===== src/rtl/execute_stage.sv =====
// Execute stage: operand select, ALU, address/branch-target adder and destination
// register decode, captured into output registers on each enable_execute strobe.
module execute_stage (
    input  logic        clock,
    input  logic        reset,
    input  logic        enable_execute,
    input  logic [5:0]  E_Control,
    input  logic [47:0] D_Data,
    input  logic [15:0] npc_in,
    input  logic [1:0]  W_Control_in,
    input  logic        Mem_Control_in,
    output logic [15:0] aluout,
    output logic [15:0] pcout,
    output logic [15:0] M_Data,
    output logic [2:0]  dr,
    output logic [1:0]  W_Control_out,
    output logic        Mem_Control_out,
    output logic [15:0] npc_out,
    output logic        exec_valid
);

    typedef enum logic {
        IDLE = 1'b0,
        DONE = 1'b1
    } state_t;

    state_t state;
    state_t state_next;

    logic [15:0] ir;
    logic [15:0] vsr1;
    logic [15:0] vsr2;
    logic [15:0] op2;
    logic [15:0] alu_next;
    logic [15:0] offset;
    logic [15:0] base;
    logic [15:0] pc_next;
    logic [2:0]  dr_next;

    assign ir   = D_Data[47:32];
    assign vsr1 = D_Data[31:16];
    assign vsr2 = D_Data[15:0];

    always_comb begin
        op2 = E_Control[3] ? {{11{ir[4]}}, ir[4:0]} : vsr2;

        alu_next = 16'h0000;
        case (E_Control[5:4])
            2'b00:   alu_next = vsr1 + op2;
            2'b01:   alu_next = vsr1 & op2;
            2'b10:   alu_next = ~vsr1;
            default: alu_next = 16'h0000;
        endcase

        offset = 16'h0000;
        case (E_Control[2:1])
            2'b00:   offset = {{5{ir[10]}}, ir[10:0]};
            2'b01:   offset = {{7{ir[8]}}, ir[8:0]};
            2'b10:   offset = {{10{ir[5]}}, ir[5:0]};
            default: offset = 16'h0000;
        endcase

        base    = E_Control[0] ? npc_in : vsr1;
        pc_next = base + offset;

        // JSR/JSRR always link through R7
        dr_next = (ir[15:12] == 4'b0100) ? 3'b111 : ir[11:9];
    end

    always_ff @(posedge clock or posedge reset) begin
        if (reset) begin
            aluout          <= 16'h0000;
            pcout           <= 16'h0000;
            M_Data          <= 16'h0000;
            dr              <= 3'b000;
            W_Control_out   <= 2'b00;
            Mem_Control_out <= 1'b0;
            npc_out         <= 16'h0000;
        end else if (enable_execute) begin
            aluout          <= alu_next;
            pcout           <= pc_next;
            M_Data          <= vsr2;
            dr              <= dr_next;
            W_Control_out   <= W_Control_in;
            Mem_Control_out <= Mem_Control_in;
            npc_out         <= npc_in;
        end
    end

    always_ff @(posedge clock or posedge reset) begin
        if (reset) begin
            state <= IDLE;
        end else begin
            state <= state_next;
        end
    end

    // DONE marks the cycle right after any capture edge
    always_comb begin
        state_next = IDLE;
        exec_valid = 1'b0;
        case (state)
            IDLE: begin
                state_next = enable_execute ? DONE : IDLE;
            end
            DONE: begin
                exec_valid = 1'b1;
                state_next = enable_execute ? DONE : IDLE;
            end
            default: begin
                state_next = IDLE;
            end
        endcase
    end

endmodule


===== config.mk =====
export PLATFORM = sky130hd
export DESIGN_NAME = execute_stage
export DESIGN_NICKNAME = d
export VERILOG_FILES = /design/src/rtl/execute_stage.sv
export SDC_FILE = /design/constraint.sdc
export NUM_CORES = 1
export LEC_CHECK = 0
export CAP_MARGIN = 15
export CORE_ASPECT_RATIO = 1.2
export CORE_UTILIZATION = 51
export DETAILED_ROUTE_END_ITERATION = 10
export PLACE_DENSITY_LB_ADDON = 0.3
export SYNTH_ARGS = -nofsm -noshare
export SYNTH_HDL_FRONTEND = slang
export SYNTH_SLANG_ARGS = --single-unit

===== constraint.sdc =====
create_clock -name clock -period 3.8 [get_ports clock]
set_input_delay 0.76 -clock clock [delete_from_list [all_inputs] [get_ports clock]]
set_output_delay 0.76 -clock clock [all_outputs]
set_load 0.01 [all_outputs]

Word-level counts from Yosys, hierarchy flattened:

Cells that the tools add are included.

* bitwise operators: 2
* equality and inequality tests: 5
* add/subtract/negate cells: 2
* muxes and demuxes: 7
* reduce and logical (&&, ||, !) cells: 2

Operators with widths (number)
* 16-bit one-hot mux with 3 select lines: 2
* 16-bit adder: 2
* 16-bit two-way mux: 2
* 16-bit bitwise AND: 1
* 16-bit NOT: 1
* 2-bit by 1-bit == test with 1-bit output (second input constant): 2
* 2-bit == test (second input constant): 2
* 4-bit by 3-bit == test with 1-bit output (second input constant): 1
* 2-bit logical NOT: 2
* 3-bit two-way mux: 1
* 1-bit two-way mux: 2

* flip-flop bits (word level): 71
* input port bits: 76
* output and inout port bits: 71

Logic depth before layout (Yosys ltp):

* depth after elaboration: 3
* mapped depth: 12

Least setup slack after synthesis:

Ideal clock, no wire load.

* path kind: input -> register
* from: input E_Control[0]
* to: register pcout[9]
* buffers on the path: 2
* cell stages on the path: 10
* required time: 3680 ps
* arrival: 3336 ps
* path slack: 345 ps
* path through: clkbuf_1 buf_1 mux2_2 ha_1 or4_4 o21ai_2 a211oi_2 o21a_1 or3_1 a31o_1

* longest elaborated chain between the ends: 2

RTL lines
* start, declared: RTL line 7 `input logic [5:0] E_Control,`
* 16-bit two-way mux: RTL line 63 `base = E_Control[0] ? npc_in : vsr1;`
* 16-bit adder: RTL line 64 `pc_next = base + offset;`
* end signal, assigned: RTL line 81 `pcout <= pc_next;`
* end, declared: RTL line 13 `output logic [15:0] pcout,`

Every way passes these cells.
A chain may end at the register's enable or synchronous reset.

Worst setup path in the final report:

* from: input E_Control[0]
* to: register pcout[12]

The elaborated chain is that of the path after synthesis.

==> flow_summary.yaml <==
worst_setup_path:
  end_kind: "flop"
  arrival_ps: 3700
  setup.worst_path.class: "in -> reg"
  cp_max_fo: 8
  startpoint_type: "input pin"
  r2r_cells: 3
  crit_required_ps: 4050
timing:
  period_share_pct: 90.80
  relSlewSlack_pct: 53.41
  max_freq_mhz: 289.8
  layout_min_cycle_time_ps: 3450
  finalSetupViolations: 0
  rsz0062_at_grt: "false"
  hold_viol_final: 0
  tightest_slew_ps: 698.9
  drv_slew: 0
  clock_skew_ps: 0
synthesis:
  ys.flop_type: "dfrtp_1"
  synth_top_area_share_pct: 37.48
  synthTopCellsByArea: "dfrtp_1 37%, mux2_2 15%, ha_1 8.2%, o21ai_0 5.0%, a21oi_1 3.4%"
  async_flop_share_pct: 100.0
  ys_warn_count: 0
  syn_avg_cell_area_um2: 9.755
  ys_ff_latch: 71
  syn_inst: 486
  synth_top_area_cell: "dfrtp_1"
  synth-seq-area-share_pct: 37.48
  synth_edf_count: 0
  synth_cell_types: 50
  postSynthNetCount: 595
  syn_area_um2: 4741
floorplanning:
  core-area_um2: 9034
  die_w_um: 90.02
  io_pins: 147
  std_cell_rows: 38
  die_y_um: 107.6
  initial_core_util_pct: 52.48
  die-area_um2: 9687
pwr:
  switching_share_pct: 32.16
  switching_power_uw: 786.6
  power_uw: 2446
  power_density_nw_per_um2: 375.9
  power_frac_clock_pct: 23.2
  power_frac_comb_pct: 38.8
  seqPwrFrac_pct: 38.0
  intPower_uw: 1659
  p_leak_uw: 0.002743
  irDropWorstVdd_v: 0.0003045
hold_path:
  worstHoldPathCells: 1
  hold_class: "reg -> reg"
clocking:
  hold_buffers: 0
  clkLatencyLatePin_ps: 360
  cts_tree: "yes"
  path_clk_slew_ps: 70
  root_buffer: "clkbuf_8"
  cts_buffers: 9
  clk_path_buf_depth: 2
  htree_num_levels: 3
  cts_sinks: 71
  post_cts_buffers: 0
  cts_resized: 0
cells_and_area:
  n_antenna_cell: 0
  layout.nets: 742
  design_area_um2: 6507
  syn2layout_area_growth_pct: 37.27
  utilization_pct: 72.04
  num-fill-cells: 696
  drive_above_1_share_pct: 14.89
detailed_routing:
  first_pass_iters: 4
  totalWireLength_um: 13020
  drt_iter0_markers: 185
  ant_nets: 0
  vias: 4309
  drc: 0
  wl_per_cell_um: 17.17
  vias_per_cell: 5.685
global_route:
  grt_overflow: 0
  antenna_found_initial: 0
  grt_pass1_vias: 4300
  grt_pass1_wl_um: 20840
  grt_use_total_pct: 27.57
  grt_max_degree: 64
placed_design:
  hpwlAfterDp_um: 10210
  port-buffer-count: 146
  place_congestion: 0.9085
  place_area_um2: 6331
status:
  outcome: "complete, no violations"
run:
  cap_violations: 0
==> cells in the mapped netlist (2+ instances only) <==
library cell  count
a21o_1            7
a21oi_1          32
o311ai_1          2
o41ai_1           2
o21a_1           12
a22oi_1           2
o21bai_1          2
o22a_1            3
clkbuf_1         15
nand2_1          28
or3_1             2
nand3_1           9
o21ai_0          47
nor3_1            4
a31oi_1           7
clkinv_1          2
inv_1            27
and2_1            8
nor2_1           29
o211ai_1         11
a211o_1           2
buf_1             2
mux2i_1           6
dfrtp_1          71
buf_6             2
a211oi_1          9
xor2_1            9
fa_1              2
mux2_2           64
nor2b_1           3
xnor2_1          13
o31ai_1           4
ha_1             31
==> power groups by stage <==
stage / Combinational (uW) / Sequential [uW] / Clock [uW]
CTS: 952 / 931 / 576
floorplan: 459 / 991 / 0
global placement: 926 / 941 / 0
finish: 950 / 930 / 566
detailed placement: 947 / 945 / 0
global route: 1030 / 946 / 598
==> path summary, 6_finish.rpt <==
kind,end,start,slack (ps)
max in group asynchronous,npc_out[9],reset,2280
worst max register to register,aluout[9],aluout[9],2970
min in group asynchronous,M_Data[4],reset,770
worst min register to register,aluout[3],aluout[3],490
worst max-delay path,pcout[12],E_Control[0],350
worst min-delay path,aluout[3],aluout[3],490
==> cells by family after synthesis <==
family	Yosys count	share of synthesized area [%]
AND/OR/NAND/NOR	91	8.815
AO/OA/AOI/OAI	150	19.87
adder cells (fa/ha/maj)	33	9.026
flip-flops	71	37.48
buffers and inverters	49	4.276
multiplexers	70	16.47
XOR/XNOR	22	4.065
==> cell type report <==
| class | instances | area, um^2 | share of cell area [%] |
|---|---|---|---|
| tap | 120 | 150.1 | 2.307 |
| sequential | 71 | 1777 | 27.30 |
| timing repair buffer | 156 | 1534 | 23.57 |
| clock buffer | 13 | 158.9 | 2.442 |
| multi-input combinational | 366 | 2761 | 42.43 |
| inverter | 29 | 108.9 | 1.673 |
| clock inverter | 3 | 17.52 | 0.2692 |
==> metal layers <==
metal	wire length [um]	track usage, %	share of wire (%)
met1	5218	30.87	40
met2	6721	50.65	52
met3	730	4.873	5.6
met4	348	13.13	2.7
met5	0	0	0
==> stage by stage <==
| step | worst slack [ps] | hold WS [ps] | setup TNS, ps | instances |
|---|---|---|---|---|
| after CTS | 377.0 | 487.2 | 0 | 758 |
| after floorplan | 344.6 | 516.4 | 0 | 486 |
| after global routing | 179.2 | 513.5 | 0 | 758 |
| after detailed placement | -3.090 | 470.5 | -6.084 | 742 |
| after global placement | 100.8 | 464.7 | 0 | 742 |
| final | 349.7 | 489.8 | 0 | 758 |
==> registers in the layout, indices dropped and copies added (netlist names) <==
| register | count |
|---|---|
| M_Data | 16 |
| aluout | 16 |
| npc_out | 16 |
| pcout | 16 |
| dr | 3 |
| W_Control_out | 2 |
| Mem_Control_out | 1 |
| state | 1 |
==> layout by cell type, fill, tap and decap left out, types with 3 or more instances in the layout <==
master,synthesis,routed
a211oi_1,9,9
a21o_1,7,7
a21oi_1,32,32
a31oi_1,7,7
and2_1,8,8
buf_4,1,11
clkbuf_8,0,11
clkdlybuf4s50_1,0,145
dfrtp_1,71,71
ha_1,31,31
inv_1,27,26
mux2_2,64,64
mux2i_1,6,6
nand2_1,28,28
nand3_1,9,9
nor2_1,29,29
nor2b_1,3,3
nor3_1,4,4
o211ai_1,11,11
o21a_1,12,12
o21ai_0,47,47
o22a_1,3,3
o31ai_1,4,4
xnor2_1,13,13
xor2_1,9,9
==> critical path, stage by stage <==
cell and delay, ps:
clkdlybuf4s50_1 710, mux2_2 390, ha_1 210, inv_1 80, fa_1 210, nor2b_1 70
o31a_1 280, o22ai_1 360, o311ai_1 190, xor2_1 160, mux2_2 270
No activity file was read; power rests on OpenSTA's default activity.
